### config.mk
export PLATFORM = sky130hd
export DESIGN_NAME = dvfs_transition_sequencer
export DESIGN_NICKNAME = d
export VERILOG_FILES = /design/src/rtl/dvfs_transition_sequencer.sv
export SDC_FILE = /design/constraint.sdc
export NUM_CORES = 1
export LEC_CHECK = 0
export ABC_CLOCK_PERIOD_IN_PS = 3000
export CORE_ASPECT_RATIO = 1.25
export CORE_MARGIN = 2
export CORE_UTILIZATION = 55
export CTS_CLUSTER_SIZE = 10
export DETAILED_ROUTE_END_ITERATION = 6
export GPL_TIMING_DRIVEN = 0
export PLACE_DENSITY = 0.74
export SLEW_MARGIN = 5
export SYNTH_ARGS = -nofsm -noshare
export SYNTH_HDL_FRONTEND = slang
export SYNTH_SLANG_ARGS = --single-unit
### constraint.sdc
create_clock -name clk -period 3 [get_ports clk]
set_clock_uncertainty 0.05 [all_clocks]
set_input_delay 0.6 -clock clk [delete_from_list [all_inputs] [get_ports clk]]
set_output_delay 0.6 -clock clk [all_outputs]
set_load 0.01 [all_outputs]
### src/rtl/dvfs_transition_sequencer.sv
// DVFS P-state transition sequencer: orders voltage and frequency updates so the
// applied voltage always covers the applied frequency. Optional macro DVFS_SEQ_VSTEP_EN
// ramps the voltage one code per step instead of jumping directly.
module dvfs_transition_sequencer #(
  parameter int unsigned SETTLE_CYCLES = 1000,
  parameter int unsigned STEP_CYCLES   = 100,
  parameter int unsigned RESET_PSTATE  = 3
) (
  input  logic       clk,
  input  logic       rst,
  input  logic       req_valid,
  input  logic [1:0] req_pstate,
  output logic       req_ready,
  output logic [1:0] cur_pstate,
  output logic [2:0] voltage_code,
  output logic       busy,
  output logic       done
);

  localparam int unsigned CNT_W = 32;

`ifdef DVFS_SEQ_VSTEP_EN
  localparam bit VSTEP_EN = 1'b1;
`else
  localparam bit VSTEP_EN = 1'b0;
`endif

  localparam logic [CNT_W-1:0] SETTLE_LOAD = CNT_W'(SETTLE_CYCLES - 1);
  localparam logic [CNT_W-1:0] STEP_LOAD   = CNT_W'(STEP_CYCLES);
  localparam logic [1:0]       RST_PS      = 2'(RESET_PSTATE);

  typedef enum logic [2:0] {
    IDLE, UP_V, UP_WAIT, UP_F, DN_F, DN_WAIT, DN_V, NOP
  } state_t;

  // Fixed voltage code per P-state
  function automatic logic [2:0] vt(input logic [1:0] p);
    case (p)
      2'd0:    vt = 3'd7;
      2'd1:    vt = 3'd5;
      2'd2:    vt = 3'd3;
      default: vt = 3'd1;
    endcase
  endfunction

  state_t           state_q, state_d;
  logic [CNT_W-1:0] cnt_q, cnt_d;
  logic [1:0]       tgt_q, tgt_d;
  logic [1:0]       cur_q, cur_d;
  logic [2:0]       volt_q, volt_d;
  logic             done_q, done_d;
  logic             busy_q, ready_q;

  always_comb begin
    state_d = state_q;
    cnt_d   = cnt_q;
    tgt_d   = tgt_q;
    cur_d   = cur_q;
    volt_d  = volt_q;
    done_d  = 1'b0;
    case (state_q)
      IDLE: begin
        if (req_valid) begin
          tgt_d = req_pstate;
          cnt_d = '0;
          if (req_pstate < cur_q)      state_d = UP_V;
          else if (req_pstate > cur_q) state_d = DN_F;
          else                         state_d = NOP;
        end
      end
      UP_V: begin
        // In step mode cnt_q holds the inter-step wait; it is zero on entry
        if (VSTEP_EN && cnt_q != '0) begin
          cnt_d = cnt_q - CNT_W'(1);
        end else begin
          volt_d = VSTEP_EN ? 3'(volt_q + 3'd1) : vt(tgt_q);
          if (VSTEP_EN && volt_d != vt(tgt_q)) begin
            cnt_d = STEP_LOAD;
          end else if (SETTLE_CYCLES == 0) begin
            state_d = UP_F;
          end else begin
            state_d = UP_WAIT;
            cnt_d   = SETTLE_LOAD;
          end
        end
      end
      UP_WAIT: begin
        if (cnt_q == '0) state_d = UP_F;
        else             cnt_d   = cnt_q - CNT_W'(1);
      end
      UP_F: begin
        cur_d   = tgt_q;
        done_d  = 1'b1;
        state_d = IDLE;
      end
      DN_F: begin
        cur_d = tgt_q;
        if (SETTLE_CYCLES == 0) begin
          state_d = DN_V;
        end else begin
          state_d = DN_WAIT;
          cnt_d   = SETTLE_LOAD;
        end
      end
      DN_WAIT: begin
        if (cnt_q == '0) state_d = DN_V;
        else             cnt_d   = cnt_q - CNT_W'(1);
      end
      DN_V: begin
        if (VSTEP_EN && cnt_q != '0) begin
          cnt_d = cnt_q - CNT_W'(1);
        end else begin
          volt_d = VSTEP_EN ? 3'(volt_q - 3'd1) : vt(tgt_q);
          if (VSTEP_EN && volt_d != vt(tgt_q)) begin
            cnt_d = STEP_LOAD;
          end else begin
            done_d  = 1'b1;
            state_d = IDLE;
          end
        end
      end
      NOP: begin
        done_d  = 1'b1;
        state_d = IDLE;
      end
      default: state_d = IDLE;
    endcase
  end

  always_ff @(posedge clk) begin
    if (rst) begin
      state_q <= IDLE;
      cnt_q   <= '0;
      tgt_q   <= RST_PS;
      cur_q   <= RST_PS;
      volt_q  <= vt(RST_PS);
      done_q  <= 1'b0;
      busy_q  <= 1'b0;
      ready_q <= 1'b1;
    end else begin
      state_q <= state_d;
      cnt_q   <= cnt_d;
      tgt_q   <= tgt_d;
      cur_q   <= cur_d;
      volt_q  <= volt_d;
      done_q  <= done_d;
      busy_q  <= (state_d != IDLE);
      ready_q <= (state_d == IDLE);
    end
  end

  assign req_ready    = ready_q;
  assign cur_pstate   = cur_q;
  assign voltage_code = volt_q;
  assign busy         = busy_q;
  assign done         = done_q;

endmodule
* Yosys cells after proc, flatten, opt, wreduce, memory -nomap -nowiden
Cells that the tools add are included.
** Word-level totals
- Memories :: 0
- Output and inout port bits :: 8
- Bits of input ports :: 5
- Bits in writable memories :: 0
- Flip-flop bits (word level) :: 45
- Bits in latches :: 0
- ROM bits :: 0
** Cells by class
- Bitwise logic cells :: 0
- Add/sub/neg operators :: 1
- Reductions and logical operators :: 13
- Divide/modulo/power cells :: 0
- Muxes and demuxes :: 11
- $mul :: 0
- Eq/ne operators :: 11
- $lt $le $gt $ge :: 2
- Shift operators :: 0
** Operator list (number)
- $pmux W32 S3 :: 1
- $mux W32 :: 2
- $logic_not A32 Y1 :: 1
- $sub A32 B1 Y32 const B :: 1
- $pmux W3 S6 :: 1
- $eq A3 B3 Y1 const B :: 4
- $mux W3 :: 4
- $pmux W3 S3 :: 1
- $reduce_or A2 Y1 :: 4
- $eq A3 B2 Y1 const B :: 2
- $logic_not A3 Y1 :: 2
- $reduce_bool A3 Y1 :: 2
- $ne A2 B2 Y1 const B :: 2
- $eq A3 B1 Y1 const B :: 1
- $reduce_and A3 Y1 :: 1
- $reduce_or A3 Y1 :: 1
- $eq A2 B1 Y1 const B :: 1
- $eq A2 B2 Y1 const B :: 1
- $gt A2 B2 Y1 :: 1
- $logic_not A2 Y1 :: 1
- $lt A2 B2 Y1 :: 1
- $mux W2 :: 1
- $reduce_and A2 Y1 :: 1
- $mux W1 :: 1

* Logic depth before layout (Yosys ltp)
- Word-level depth :: 6
- Depth in mapped cells :: 9
- Depth with buffers taken out :: 7

* Worst setup path before layout
Ideal clock, no wire load.
- Kind :: register to register
- Start point :: register cnt_q[0]
- End point :: register cnt_q[18]
- Library setup time :: 0.071 ns
- Arrival time :: 2.187 ns
- Required time :: 2.879 ns
- Path slack :: 0.692 ns
- Buffers on the path :: 2
- Stages on the path, launching flop included :: 9
- Period minus slack after synthesis :: 2.308 ns
- Cell sequence :: dfxtp_1 inv_1 ha_1 or3b_1 clkbuf_4 or3_1 clkbuf_1 or4_1 a21oi_1
** On the way
- Longest elaborated chain between the ends :: 3
** Ends and longest elaborated chain
- start, declared :: line 47 : logic [CNT_W-1:0] cnt_q, cnt_d;
- start signal, assigned :: line 142 : cnt_q <= cnt_d;
- $sub A32 B1 Y32 / $logic_not A32 Y1 (equally long branches)
- $mux W32 / $ne A2 B2 Y1 (equally long branches)
- $pmux W32 S3 / $reduce_and A3 Y1 (equally long branches)
Parallel ways exist; a longest one is shown, timed or not. The select of a mux whose other input is x is not followed.
A chain may end at the register's enable or synchronous reset.

* Worst setup path after layout
Same ends and word-level chain as after synthesis.

==> key figures <==
Route
  • Vias per cell: 6.162
  • Routed WL: between 5000 and 6000 µm
  • Top sig layer: met4
  • WL/cell: around 15 µm
  • Wire length on met1: 2435 µm
  • Vias after detailed routing: ~2200
  • Drt first pass iters: 4
  • Residual DRC: 0
  • Post-route ant nets: 0
  • Initial drt markers: around 130
  • Metal3 WL: 191 µm
  • Met2 routed wirelength: 2641 µm

STA
  • Final critical-path share of the clock period: 83.78%
  • Setup TNS Final: 0 ns
  • RSZ-0062 raised after global routing: no
  • Setup violators final: 0
  • Final min period: between 2 and 3 ns
  • Relative slew slack: a little under two fifths
  • Final Max Slew Viols: 0
  • Fin. Hold Viols: 0
  • Fmax: 0.3979 GHz
  • Least-Margin Pin Slew: 0.9316 ns

Floorplanning
  • Chip height: 78.30 µm
  • Ports: 13
  • Num rows: 27
  • Horiz. Die Dim: around 63 µm
  • Area of the core: between 4000 and 5000 µm²
  • Initial Util: 56.16%
  • Die ar.: around 5000 µm²

Global routing
  • Largest net degree at the start of global routing: 14
  • Remaining Overflow, GRT: 0
  • Initial antenna violation count: 0
  • Vias in the first global route: roughly 2100
  • First-pass GRT wire length: between 9000 and 10000 µm
  • Gr usage total: a little under a quarter

Final layout
  • Design area: ~2700 µm²
  • Utilization after layout: 62.27%
  • Fin cells: 364
  • Final #Nets: about 320
  • Ant diodes: 0
  • FILL cells: slightly below 400
  • Share of cells above drive strength 1: approximately a tenth
  • Layout area overhead: 10.87%
  • Area of the multi-input gates: between 1000 and 1500 µm²
  • Register area: slightly below 900 µm²

Yosys
  • Post-synthesis cell area: 2429 µm²
  • Distinct cells, synth: 57
  • Sequential element share of the synthesized area: 36.27%
  • Ys Warns: 0
  • Syn Nets: slightly below 300
  • Cell count after synthesis: ~290
  • Synthesized area per cell: around 8.4 µm²
  • Flops & latches, synth: 44

Setup path
  • Critical path capture point type: flip-flop
  • Startpoint types: flip-flop
  • Crit Path Max Fanout: 8
  • CP Class: flip-flop to flip-flop
  • Data required time at the worst endpoint: between 3 and 4 ns
  • Worst EP arrival: roughly 2.7 ns

Placed design
  • HPWL after detailed placement: 3892 µm
  • Placed cells: between 300 and 400
  • GP Congestion: between 0.8 and 0.9
  • Placed cell area: around 2600 µm²
  • Port bufs: 11

CTS
  • Later-pin clock latency in the skew report: ~0.30 ns
  • Root buf cell: clkbuf_8
  • Clock-pin slew on the worst setup and hold paths: 0.09 ns
  • CTS sink cnt: between 40 and 50
  • CTS Hold Bufs: 0
  • Total CTS buffers: 5
  • Clk buf depth: 2
  • H-tree depth: 2
  • Post-CTS sizing: 0
  • Post-CTS setup buffer count: 0
  • TritonCTS clock tree: built

Min path
  • Worst hold path class: flip-flop to flip-flop

Run
  • MaxCap Viol Count: 0

Status
  • Status: finished clean
==> layer usage <==
| metal | GRT usage, % | vias up |
|---|---|---|
| li1 | - | 1135 |
| met1 | 28.60 | 1050 |
| met2 | 39.58 | 44 |
| met3 | 4.298 | 14 |
| met4 | 10.87 | 0 |
| met5 | 0 | - |
==> layout by cell type, fill, tap and decap left out, drive strengths merged, types with 2 or more instances in the layout <==
cell type / n
or2: 3
nand2b: 12
dfxtp: 44
clkdlybuf4s50: 11
mux2i: 9
nand2: 27
o41ai: 4
o31ai: 8
or3: 11
a31oi: 4
nand3: 6
buf: 5
nor4b: 2
nand4: 4
clkbuf: 12
or3b: 2
a41o: 2
or4: 11
o21ai: 12
a21o: 2
nor3: 13
a21oi: 29
and4: 2
nor2: 19
nor2b: 2
a211oi: 5
nor4: 14
ha: 4
o211ai: 2
inv: 7
nand4b: 3
==> sequential cells by signal, summed over array words and instances (netlist names) <==
signal        flops
done              1
state_q           3
busy              1
cnt_q            32
tgt_q             2
cur_pstate        2
req_ready         1
voltage_code      2
==> per-stage QoR <==
| step | setup slack (ns) | hold slack, ns |
|---|---|---|
| final | 0.4867 | 0.4294 |
| after global routing | 0.3003 | 0.4483 |
| after CTS | 0.5007 | 0.4318 |
| after detailed placement | 0.2020 | 0.4169 |
| after global placement | 0.2419 | 0.4187 |
| after floorplan | 0.6923 | 0.3804 |
==> area by class of cell <==
cell class	instances	share of cell area [%]
buffer	12	2.463
clock buffer	5	2.556
clock inverter	2	0.4647
inverter	7	0.9758
multi-input combinational	225	54.04
sequential	44	32.71
tap	58	2.695
timing repair buffer	11	4.089
==> cells by family (layout without fill, tap and decap cells) <==
logic type      count (synthesis)  in the layout  synth area share, %
simple gates                  137            137                34.73
buf+inv                        19             37                3.813
flops                          44             44                36.27
compound gates                 74             74                19.27
other cells                     1              1               0.1544
mux                             9              9                3.710
fa+ha+maj                       4              4                2.061
==> path summary, 6_finish.rpt <==
kind | slack (ns) | startpoint | to | cells past startpoint
hold / removal | 0.43 | tgt_q[0]$_SDFFE_PP1P_ | voltage_code[1]$_SDFFE_PP0P_ | 1
setup reg to reg | 0.49 | cnt_q[0]$_SDFFE_PP0P_ | cnt_q[18]$_SDFFE_PP0P_ | 8
hold reg to reg | 0.43 | tgt_q[0]$_SDFFE_PP1P_ | voltage_code[1]$_SDFFE_PP0P_ | 1
setup / recovery | 0.49 | cnt_q[0]$_SDFFE_PP0P_ | cnt_q[18]$_SDFFE_PP0P_ | 8
==> Yosys cell counts (all sizes together) <==
cell type | number | area, µm²
nor3 | 13 | 70.07
a211oi | 5 | 37.54
and4 | 2 | 17.52
or4b | 1 | 10.01
nand4b | 3 | 26.28
nand2 | 27 | 101.4
nor4b | 2 | 23.77
conb | 1 | 3.750
o211ai | 2 | 15.01
nand4 | 4 | 40.04
or2 | 3 | 18.77
a41oi | 1 | 8.760
o41ai | 4 | 35.03
nand2b | 12 | 75.07
o21a | 1 | 7.510
or4 | 11 | 93.84
o31ai | 8 | 60.06
buf | 5 | 26.27
nand3 | 6 | 30.03
and2 | 1 | 7.510
ha | 4 | 50.05
or3 | 11 | 71.31
clkbuf | 7 | 40.04
a2bb2oi | 1 | 8.760
nand3b | 1 | 7.510
and3 | 1 | 6.260
a221oi | 1 | 8.760
a21o | 2 | 15.01
or4bb | 1 | 11.26
nor3b | 1 | 7.510
dfxtp | 44 | 880.8
a41o | 2 | 20.02
or3b | 2 | 17.52
a21oi | 29 | 145.1
a31oi | 4 | 25.02
nor2 | 19 | 71.32
inv | 7 | 26.28
o21ai | 12 | 63.81
nor2b | 2 | 12.51
nor4 | 14 | 123.9
mux2i | 9 | 90.09
a32oi | 1 | 8.760
a31o | 1 | 8.760
==> critical path: stages (launching register included) <==
cell	delay, ns
dfxtp_1	0.36
inv_1	0.10
ha_1	0.18
or3b_1	0.34
clkbuf_4	0.18
or3_1	0.36
clkbuf_1	0.20
or4_1	0.54
a21oi_1	0.14
Power is left out: the tool's default activity adds up to more than one toggle a clock period on the data nets, which glitch-free logic cannot reach.
